===== config.mk =====
export PLATFORM = sky130hd
export DESIGN_NAME = stream_mux_n_flat
export DESIGN_NICKNAME = d
export VERILOG_FILES = /design/src/rtl/stream_mux_n_pkg.sv /design/src/rtl/stream_mux_n_if.sv /design/src/rtl/stream_mux_n_rr_arb.sv /design/src/rtl/stream_mux_n.sv /design/src/flat_wrapper.sv
export SDC_FILE = /design/constraint.sdc
export NUM_CORES = 1
export LEC_CHECK = 0
export CORE_MARGIN = 8
export CORE_UTILIZATION = 37
export CTS_BUF_LIST = sky130_fd_sc_hd__clkbuf_4
export DETAILED_ROUTE_END_ITERATION = 8
export HOLD_SLACK_MARGIN = 0.05
export PLACE_DENSITY = 0.95
export SYNTH_ARGS = -nofsm -noshare
export SYNTH_HDL_FRONTEND = slang
export SYNTH_SLANG_ARGS = --single-unit

===== constraint.sdc =====
create_clock -name clk -period 4.9 [get_ports clk]
set_input_delay 1.47 -clock clk [delete_from_list [all_inputs] [get_ports clk]]
set_output_delay 1.47 -clock clk [all_outputs]
set_load 0.01 [all_outputs]

===== src/rtl/stream_mux_n_pkg.sv =====
// Shared constants for the N-channel stream multiplexer and its bench.
package stream_mux_pkg;

    localparam int unsigned MODE_SEL = 0;  // external select picks the channel
    localparam int unsigned MODE_RR  = 1;  // round-robin among valid channels

    // Select/index width for an N-channel mux; one bit minimum.
    function automatic int unsigned sel_width(input int unsigned n);
        return (n > 1) ? $clog2(n) : 1;
    endfunction

endpackage


===== src/rtl/stream_mux_n_if.sv =====
// Producer-side and consumer-side stream signals of the multiplexer.
interface stream_mux_n_if
    import stream_mux_pkg::*;
#(
    parameter int unsigned N     = 4,
    parameter int unsigned WIDTH = 8
);
    localparam int unsigned SELW = sel_width(N);

    logic [N*WIDTH-1:0] in_data;
    logic [N-1:0]       in_valid;
    logic [N-1:0]       in_ready;
    logic [SELW-1:0]    sel;
    logic [WIDTH-1:0]   out_data;
    logic               out_valid;
    logic               out_ready;
    logic [SELW-1:0]    out_chan;

    // Multiplexer side
    modport slave (
        input  in_data, in_valid, sel, out_ready,
        output in_ready, out_data, out_valid, out_chan
    );

    // Environment side: producers, select source and consumer
    modport master (
        output in_data, in_valid, sel, out_ready,
        input  in_ready, out_data, out_valid, out_chan
    );

endinterface


===== src/rtl/stream_mux_n_rr_arb.sv =====
// Round-robin arbiter: first requester after ptr, wrapping N-1 -> 0.
module rr_arb_n
    import stream_mux_pkg::*;
#(
    parameter int unsigned N = 4
)(
    input  logic [N-1:0]                 req,
    input  logic [sel_width(N)-1:0]      ptr,
    input  logic                         en,
    output logic [N-1:0]                 gnt_onehot,
    output logic [sel_width(N)-1:0]      gnt_idx
);
    localparam int unsigned SELW = sel_width(N);

    logic [SELW-1:0] cand;
    logic            found;

    // Search ptr+1, ptr+2, ... mod N and grant the first valid request
    always_comb begin
        gnt_onehot = '0;
        gnt_idx    = '0;
        cand       = '0;
        found      = 1'b0;
        for (int unsigned k = 1; k <= N; k++) begin
            cand = SELW'((32'(ptr) + k) % N);
            if (en && !found && req[cand]) begin
                found            = 1'b1;
                gnt_onehot[cand] = 1'b1;
                gnt_idx          = cand;
            end
        end
    end

endmodule


===== src/rtl/stream_mux_n.sv =====
// N-channel registered stream multiplexer with select or round-robin grant.
module stream_mux_n
    import stream_mux_pkg::*;
#(
    parameter int unsigned N     = 4,
    parameter int unsigned WIDTH = 8,
    parameter int unsigned MODE  = MODE_SEL
)(
    input  logic           clk,
    input  logic           rst,
    stream_mux_n_if.slave  bus
);
    localparam int unsigned SELW = sel_width(N);

    logic             slot_free_c;
    logic             gnt_vld_c;
    logic [SELW-1:0]  gnt_idx_c;
    logic             xfer_c;
    logic [N-1:0]     in_ready_c;
    logic [WIDTH-1:0] gnt_word_c;

    logic [WIDTH-1:0] out_data_q,  out_data_d;
    logic             out_valid_q, out_valid_d;
    logic [SELW-1:0]  out_chan_q,  out_chan_d;

    // Output register can take a word when empty or being drained this cycle
    assign slot_free_c = !out_valid_q || bus.out_ready;

    if (MODE == MODE_RR) begin : g_rr
        logic [SELW-1:0] ptr_q, ptr_d;
        logic [N-1:0]    arb_onehot;
        logic [SELW-1:0] arb_idx;
        logic            unused_sel;

        rr_arb_n #(.N(N)) u_arb (
            .req        (bus.in_valid),
            .ptr        (ptr_q),
            .en         (slot_free_c),
            .gnt_onehot (arb_onehot),
            .gnt_idx    (arb_idx)
        );

        assign gnt_vld_c  = |arb_onehot;
        assign gnt_idx_c  = arb_idx;
        assign unused_sel = ^bus.sel;

        // Priority pointer moves to the granted channel, only on a transfer
        always_comb begin
            ptr_d = ptr_q;
            if (xfer_c) begin
                ptr_d = arb_idx;
            end
        end

        // Pointer register; reset gives channel 0 first priority
        always_ff @(posedge clk) begin
            if (rst) begin
                ptr_q <= SELW'(N - 1);
            end else begin
                ptr_q <= ptr_d;
            end
        end
    end else begin : g_sel
        logic sel_req;

        // Valid of the selected channel; out-of-range select never requests
        always_comb begin
            sel_req = 1'b0;
            for (int unsigned i = 0; i < N; i++) begin
                if (32'(bus.sel) == i) begin
                    sel_req = bus.in_valid[i];
                end
            end
        end

        assign gnt_vld_c = slot_free_c && sel_req;
        assign gnt_idx_c = bus.sel;
    end

    assign xfer_c = gnt_vld_c && !rst;

    // One-hot ready toward the granted producer only
    always_comb begin
        in_ready_c = '0;
        if (xfer_c) begin
            in_ready_c[gnt_idx_c] = 1'b1;
        end
    end

    // Data word of the granted channel
    always_comb begin
        gnt_word_c = '0;
        for (int unsigned i = 0; i < N; i++) begin
            if (32'(gnt_idx_c) == i) begin
                gnt_word_c = bus.in_data[i*WIDTH +: WIDTH];
            end
        end
    end

    // Next output state: load on transfer, drop valid when drained, else hold
    always_comb begin
        out_valid_d = out_valid_q;
        out_data_d  = out_data_q;
        out_chan_d  = out_chan_q;
        if (xfer_c) begin
            out_valid_d = 1'b1;
            out_data_d  = gnt_word_c;
            out_chan_d  = gnt_idx_c;
        end else if (bus.out_ready) begin
            out_valid_d = 1'b0;
        end
    end

    // Output register; reset discards any held word
    always_ff @(posedge clk) begin
        if (rst) begin
            out_valid_q <= 1'b0;
            out_data_q  <= '0;
            out_chan_q  <= '0;
        end else begin
            out_valid_q <= out_valid_d;
            out_data_q  <= out_data_d;
            out_chan_q  <= out_chan_d;
        end
    end

    assign bus.in_ready  = in_ready_c;
    assign bus.out_valid = out_valid_q;
    assign bus.out_data  = out_data_q;
    assign bus.out_chan  = out_chan_q;

endmodule


===== src/flat_wrapper.sv =====
// flat-port wrapper written by rule: the top's interface ports become plain ports
module stream_mux_n_flat import stream_mux_pkg::*;
#(
    parameter int unsigned N     = 4,
    parameter int unsigned WIDTH = 8,
    parameter int unsigned MODE  = MODE_SEL
)
  (clk, rst, bus_in_data, bus_in_valid, bus_sel, bus_out_ready, bus_in_ready, bus_out_data, bus_out_valid, bus_out_chan);
  stream_mux_n_if #(.N(N), .WIDTH(WIDTH)) bus_i ();
  input  logic clk;
  input  logic rst;
  input wire logic [$bits(bus_i.in_data)-1:0] bus_in_data;
  input wire logic [$bits(bus_i.in_valid)-1:0] bus_in_valid;
  input wire logic [$bits(bus_i.sel)-1:0] bus_sel;
  input wire logic [$bits(bus_i.out_ready)-1:0] bus_out_ready;
  output wire logic [$bits(bus_i.in_ready)-1:0] bus_in_ready;
  output wire logic [$bits(bus_i.out_data)-1:0] bus_out_data;
  output wire logic [$bits(bus_i.out_valid)-1:0] bus_out_valid;
  output wire logic [$bits(bus_i.out_chan)-1:0] bus_out_chan;
  assign bus_i.in_data = bus_in_data;
  assign bus_i.in_valid = bus_in_valid;
  assign bus_i.sel = bus_sel;
  assign bus_i.out_ready = bus_out_ready;
  assign bus_in_ready = bus_i.in_ready;
  assign bus_out_data = bus_i.out_data;
  assign bus_out_valid = bus_i.out_valid;
  assign bus_out_chan = bus_i.out_chan;
  stream_mux_n #(.N(N), .WIDTH(WIDTH), .MODE(MODE)) u_core (.clk(clk), .rst(rst), .bus(bus_i));
endmodule

**Word level (Yosys, flattened, before mapping)**

Index checks and enable logic that the tools add are counted.

- Flip-flop bits (word level): 11
- Output and inout bits: 15
- Word-level logic and storage cells: 29

- $lt $le $gt $ge: 2
- Equality and inequality tests: 3
- Multiplexer cells: 13
- Reductions and logical operators: 8

Operators with widths:

| operator | number |
|---|---|
| 2-to-1 mux 8 bit | 4 |
| 2-to-1 mux 1 bit | 7 |
| equality test 2 bit, second input constant | 2 |
| 2-to-1 mux 4 bit | 1 |
| logical AND 1 bit | 3 |
| < comparator 2 x 3 -> 1 bit, second input constant | 1 |
| demux 1 bit (select 2 bit) | 1 |
| equality test 2 x 1 -> 1 bit, second input constant | 1 |
| greater-or-equal comparator 2 x 1 -> 1 bit, second input constant | 1 |
| logical NOT 1 bit | 2 |
| logical NOT 2 bit | 1 |
| nonzero test 2 bit | 1 |
| logical OR 1 bit | 1 |

**Depth between registers and ports, before layout**

Gate-level depths: netlist of run 1.

- Depth after elaboration: 8
- Gate-level depth with buffers: 6

**Worst setup path before layout of run 1**

Ideal clock, no wire load.

- Path kind: in2out
- Start point: input port bus_sel[1]
- End point: output port bus_in_ready[0]
- Arrival time: 2327 ps
- Required time: 3430 ps
- Path slack: 1103 ps
- Cell stages on the path: 3
- Path buffers: 2
- Cells stage by stage: clkbuf_1 > clkbuf_1 > nor4_1

- Longest elaborated chain between the ends: 8
- Elaborated cells between the ends (all ways): 16
- Classes of those cells: order compare: 2; eq/ne: 3; mux: 7; reduce/logical: 4

RTL lines:

| what | RTL line | text |
|---|---|---|
| start, declared | flat_wrapper.sv:14 | `input wire logic [$bits(bus_i.sel)-1:0] bus_sel;` |
| logical NOT 2 bit | stream_mux_n.sv:70 | `if (32'(bus.sel) == i) begin` |
| 2-to-1 mux 1 bit (4 in series) | stream_mux_n.sv:70 |  |
| logical AND 1 bit | stream_mux_n.sv:76 | `assign gnt_vld_c = slot_free_c && sel_req;` |
| logical AND 1 bit | stream_mux_n.sv:80 | `assign xfer_c = gnt_vld_c && !rst;` |
| 2-to-1 mux 4 bit (*) | stream_mux_n.sv:85 | `if (xfer_c) begin` |
| end, declared | flat_wrapper.sv:16 | `output wire logic [$bits(bus_i.in_ready)-1:0] bus_in_ready;` |

Every way passes the cells marked *; elsewhere a longest branch is shown, timed or not.

**Worst setup path in the final report of run 1**

- Start point: input port bus_out_ready
- End point: output port bus_in_ready[3]

- Longest elaborated chain between the ends: 4

RTL lines:

| what | RTL line | text |
|---|---|---|
| start, declared | flat_wrapper.sv:15 | `input wire logic [$bits(bus_i.out_ready)-1:0] bus_out_ready;` |
| logical OR 1 bit | stream_mux_n.sv:27 | `assign slot_free_c = !out_valid_q \|\| bus.out_ready;` |
| logical AND 1 bit | stream_mux_n.sv:76 |  |
| logical AND 1 bit | stream_mux_n.sv:80 |  |
| 2-to-1 mux 4 bit | stream_mux_n.sv:85 |  |

Every way passes these cells.

==> results of run 1 <==
==> state kept, by name (all words and copies together) (netlist names) <==
| name | flops |
|---|---|
| u_core.bus.out_data | 8 |
| u_core.bus.out_valid | 1 |
| u_core.bus.out_chan | 2 |
==> stage by stage <==
| step | setup WS [ns] | util | cells | hold slack [ns] | area, sq um |
|---|---|---|---|---|---|
| after floorplan | 1.10 | - | 68 | 0.506 | 727 |
| after global placement | 0.403 | 0.678 | 146 | 0.475 | 1290 |
| after detailed placement | 0.362 | 0.678 | 146 | 0.484 | 1290 |
| after CTS | 0.349 | 0.694 | 150 | 0.501 | 1320 |
| after global routing | 0.215 | 0.694 | 150 | 0.529 | 1320 |
| final | 0.342 | 0.694 | 150 | 0.495 | 1320 |
==> routing by layer <==
layer,vias to the layer above,part of all wire,global-route usage
li1,362,-,-
met1,350,0.41,0.151
met2,40,0.47,0.239
met3,2,0.12,0.0516
met4,0,0.0041,0.0510
met5,-,0,0
==> final cells by class <==
class | instances | share of cell area
Timing Repair Buffer | 58 | 0.434
Multi-Input combinational cell | 50 | 0.351
Sequential cell | 11 | 0.167
Tap cell | 27 | 0.0256
Clock buffer | 4 | 0.0227
==> synthesized netlist by cell type <==
cell and count:
nor2_1 14, dfxtp_1 11, mux2i_1 10, mux4_2 6, a21oi_1 3, clkbuf_1 3
mux4_1 3, nand2_1 3, o21ai_0 3, buf_2 2, buf_6 2, nand2b_1 2
nor4_1 2, and2_1 1, nor2b_1 1, nor3b_2 1, o21ai_1 1
==> critical path, stage by stage <==
cell,delay [ns]
clkdlybuf4s50_1,0.40
nor2b_1,0.50
nor2_1,0.08
nand2_1,0.10
nor2_1,0.05
clkdlybuf4s50_1,0.48
==> kinds of logic (layout without fill, tap and decap cells) <==
| family | after synthesis | after routing |
|---|---|---|
| AND/OR/NAND/NOR | 24 | 24 |
| flip-flops | 11 | 11 |
| multiplexers | 19 | 19 |
| buffers and inverters | 7 | 62 |
| AO/OA/AOI/OAI | 7 | 7 |
==> worst paths after layout <==
check / start / end / depth (start not counted)
setup reg to reg: u_core.bus.out_valid / u_core.bus.out_data[1] / 4
hold / removal: u_core.bus.out_data[2] / u_core.bus.out_data[2] / 2
setup / recovery: bus_out_ready / bus_in_ready[3] / 6
hold reg to reg: u_core.bus.out_data[2] / u_core.bus.out_data[2] / 2
==> where the power goes <==
| group | switching, mW | total [mW] | leakage (nW) | internal, mW |
|---|---|---|---|---|
| clock network | 0.0283 | 0.0653 | 0.0184 | 0.0370 |
| registers | 0.00321 | 0.0992 | 0.0902 | 0.0960 |
| logic | 0.0310 | 0.0934 | 0.384 | 0.0624 |
==> results.py, run 1 <==
metrics = {
    "outcome": {
        "status": "finished, final reports clean",
    },
    "yosys": {
        "synth_mux_area_frac": 0.432,
        "ys_seq_elements": 11,
        "synth_area_leaders": "dfxtp_1 30%, mux4_2 19%, mux2i_1 14%",
        "syn_inst": 68,
        "synth_fa_ha_area_frac": 0,
        "synth_compound_area_frac": 0.0482,
        "yosysTopAreaCellShare": 0.303,
        "synth_nets": 109,
        "yosys.area_share.xor_xnor": 0,
        "synth_top_family_by_area": "multiplexers",
        "yosysSeqAreaShare": 0.303,
        "synth_area_leader_cell": "dfxtp_1",
        "syn_avg_cell_area_sq_um": 10.7,
        "syn_area_sq_um": 727,
        "ys_warn_count": 0,
        "ys_types": 17,
        "synthSimpleGateAreaFrac": 0.157,
    },
    "power_and_ir_drop": {
        "worst_ir_drop_vdd_mv": 0.0995,
        "p_per_area_mw_per_mm2": 195,
        "p_leak_nw": 0.492,
        "fin_total_pwr_mw": 0.258,
    },
    "finish": {
        "area_growth_pct": 81.6,
        "final_common_cell": "clkdlybuf4s50_1",
        "final_nets": 165,
        "multiInputGateArea_sq_um": 463,
        "regArea_sq_um": 220,
        "layout_common_cells": "55 x clkdlybuf4s50_1, 14 x nor2_1, 11 x dfxtp_1",
        "nFillCells": 166,
        "post_route_cells_drive_above_1_share": 0.114,
        "antennaDiodeCount": 0,
    },
    "floorplan": {
        "start_util": 0.382,
        "dieArea_sq_mm": 0.00364,
        "die_h_microns": 60.3,
        "ioPinCount": 56,
        "core.rowCount": 16,
        "fp.dieW_microns": 60.3,
        "core-area_sq_mm": 0.00190,
    },
    "critical_path": {
        "worstPathMaxFanout": 9,
        "arrival_ns": 3.09,
        "required_ns": 3.43,
        "cp-start-kind": "primary input",
        "path_class": "in -> out",
        "end_kind": "primary output",
        "rrSetupSlack_ns": 3.21,
    },
    "global_routing": {
        "grt_max_degree": 10,
        "overflow": 0,
        "grt_antenna_before_repair": 0,
        "grt_pass1_wl_microns": 3830,
        "first_global_vias": 809,
        "grt_usage": 0.139,
    },
    "route": {
        "first_iter_violations": 13,
        "drt-vias-per-instance": 5.03,
        "drt-wirelength-per-cell_microns": 16.2,
        "totalWireLength_microns": 2430,
        "num_vias": 754,
        "detail_route.first_pass.iterations": 4,
        "route.detailed.drc": 0,
        "antenna_left": 0,
    },
    "timing": {
        "setup_viol": 0,
        "hold_viol_final": 0,
        "timing.final.crit_share": 0.930,
        "tns_ns": 0,
        "clock.fmax_mhz": 219,
        "finalCriticalPeriod_ns": 4.56,
        "maxSlewViolCount": 0,
        "rsz0062_at_grt": "false",
        "slew-limit-headroom": 0.458,
        "tightest_slew_ns": 0.810,
        "finalClockSkew_ns": 0.00219,
    },
    "clocking": {
        "cts_resized": 0,
        "cts_root_buf": "clkbuf_4",
        "cts_sinks": 11,
        "clk_latency_ns": 0.26,
        "cts_setup_buffers": 0,
        "htreeDepth": 1,
        "clkTransAtPathRegs_ns": 0.07,
        "cts_tree": "yes",
        "clk_path_buf_depth": 2,
        "numCtsBuffers": 3,
        "hold_buffers": 0,
    },
    "place": {
        "gp_congestion": 0.832,
        "portBuffers": 55,
        "dp_hpwl_microns": 2070,
    },
    "flow_run": {
        "drv_cap": 0,
    },
    "min_path": {
        "min_path_type": "reg -> reg",
    },
}
Note: power is estimated with default switching activity, not from simulation.
==> run 2, diff against run 1 <==
--- a/config.mk
+++ b/config.mk
@@ -9,6 +9,7 @@
 export CORE_UTILIZATION = 37
 export CTS_BUF_LIST = sky130_fd_sc_hd__clkbuf_4
 export DETAILED_ROUTE_END_ITERATION = 8
+export GPL_TIMING_DRIVEN = 0
 export HOLD_SLACK_MARGIN = 0.05
 export PLACE_DENSITY = 0.95
 export SYNTH_ARGS = -nofsm -noshare
==> results.py, run 2 (synthesis gave the netlist of run 1 again) <==
metrics = {
    "outcome": {
        "status": "finished, final reports clean",
    },
    "route": {
        "first_iter_violations": 12,
        "wl_met1_microns": 1000,
        "drt-vias-per-instance": 4.92,
        "drt-wirelength-per-cell_microns": 15.7,
        "totalWireLength_microns": 2390,
        "antenna_left": 0,
        "route.detailed.drc": 0,
        "num_vias": 748,
        "top_layer_used": "met4",
        "routed-wl-met2_microns": 1050,
        "detail_route.first_pass.iterations": 4,
        "wl_met3_microns": 330,
    },
    "clocking": {
        "htreeDepth": 1,
        "clk_path_buf_depth": 2,
        "clk_latency_ns": 0.26,
        "cts_tree": "yes",
        "clkTransAtPathRegs_ns": 0.06,
        "cts_root_buf": "clkbuf_4",
        "cts_sinks": 11,
        "hold_buffers": 0,
        "cts_setup_buffers": 0,
        "cts_resized": 0,
        "numCtsBuffers": 3,
    },
    "finish": {
        "final_common_cell": "clkdlybuf4s50_1",
        "instances_no_fill": 152,
        "final_nets": 167,
        "layout_common_cells": "53 x clkdlybuf4s50_1, 14 x nor2_1, 11 x dfxtp_1",
        "area_growth_pct": 81.8,
        "post_route_cells_drive_above_1_share": 0.120,
        "largest_reg_flops": 8,
        "antennaDiodeCount": 0,
    },
    "power_and_ir_drop": {
        "worst_ir_drop_vdd_mv": 0.118,
        "p_leak_nw": 0.495,
        "p_per_area_mw_per_mm2": 195,
        "fin_total_pwr_mw": 0.258,
    },
    "global_routing": {
        "grt_pass1_wl_microns": 3670,
        "grt_max_degree": 11,
        "first_global_vias": 799,
        "grt_antenna_before_repair": 0,
        "overflow": 0,
        "grt_usage": 0.133,
    },
    "floorplan": {
        "ioPinCount": 56,
        "dieArea_sq_mm": 0.00364,
        "die_h_microns": 60.3,
        "core-area_sq_mm": 0.00190,
        "fp.dieW_microns": 60.3,
        "start_util": 0.382,
        "core.rowCount": 16,
    },
    "timing": {
        "tns_ns": 0,
        "hold_viol_final": 0,
        "slew-limit-headroom": 0.647,
        "maxSlewViolCount": 0,
        "tightest_slew_ns": 0.529,
        "clock.fmax_mhz": 223,
        "setup_viol": 0,
        "whs_ns": 0.496,
        "timing.final.crit_share": 0.916,
        "finalClockSkew_ns": 0.00238,
        "finalCriticalPeriod_ns": 4.49,
        "rsz0062_at_grt": "false",
    },
    "critical_path": {
        "required_ns": 3.43,
        "cpLargestDelayFamily": "buffers and inverters",
        "rrSetupSlack_ns": 3.55,
        "endpoint": "bus_in_ready[2]",
        "cp_num_buf_inv": 3,
        "path_class": "in -> out",
        "cp_slowest_cell": "clkdlybuf4s50_1",
        "max_stage_delay_ns": 0.55,
        "cp-start-kind": "primary input",
        "path_cells": "clkdlybuf4s50_1 > nor2b_1 > buf_2 > nor2_1 > nand2_1 > nor2_1 > clkdlybuf4s50_1",
        "rr_startpoint": "u_core.bus.out_valid",
        "timing.rr.end": "u_core.bus.out_data[6]",
        "cp.depth": 7,
        "cp-startpoint": "bus_out_ready",
        "worstPathMaxFanout": 9,
        "arrival_ns": 3.02,
        "end_kind": "primary output",
        "reg2regPathDepth": 6,
    },
    "place": {
        "place_inst": 148,
        "dp_hpwl_microns": 1960,
        "portBuffers": 53,
        "gp_congestion": 0.758,
    },
    "min_path": {
        "min_path_type": "reg -> reg",
    },
    "flow_run": {
        "drv_cap": 0,
    },
}
## run 2: worst min path at each step
stage / cells after the start / slack, ns / endpoint / from
final: 2 / 0.50 / u_core.bus.out_data[3] / u_core.bus.out_data[3]
after global routing: 2 / 0.52 / u_core.bus.out_chan[1] / u_core.bus.out_chan[1]
after CTS: 2 / 0.50 / u_core.bus.out_data[3] / u_core.bus.out_data[3]
after detailed placement: 2 / 0.48 / u_core.bus.out_data[3] / u_core.bus.out_data[3]
after global placement: 2 / 0.47 / u_core.bus.out_data[2] / u_core.bus.out_data[2]
after floorplan: 2 / 0.51 / u_core.bus.out_chan[1] / u_core.bus.out_chan[1]
## run 2: metrics by stage
stage          utilization  setup WS [ns]  cell area [sq um]
2_1_floorplan            -           1.10                727
3_3_place_gp         0.679          0.450               1290
3_5_place_dp         0.679          0.422               1290
4_1_cts              0.695          0.407               1320
5_1_grt              0.695          0.312               1320
6_report             0.695          0.413               1320
## run 2: per-layer routing
metal  global-route usage  vias up
met2                0.215       44
met4               0.0408        0
met1                0.151      339
met5                    0        -
li1                     -      363
met3               0.0602        2
## run 2: worst register-to-register path, stage by stage, from the launching register on
cell and delay, ns:
dfxtp_1 0.31, nor2b_1 0.12, buf_2 0.17, nor3b_2 0.19, buf_6 0.18, mux2i_1 0.22, nor2_1 0.05
## run 2: area by class of cell
type	count	area, sq um
fill	142	581
timing repair buffer	53	531
multi-input combinational	50	463
sequential	11	220
buffer	7	43.8
tap	27	33.8
clock buffer	4	30.0
## run 2: where the power goes
group          total (mW)  switching (mW)  internal, mW
Sequential         0.0996         0.00351        0.0961
Clock              0.0646          0.0276        0.0370
Combinational      0.0938          0.0313        0.0624
Total               0.258          0.0625         0.195
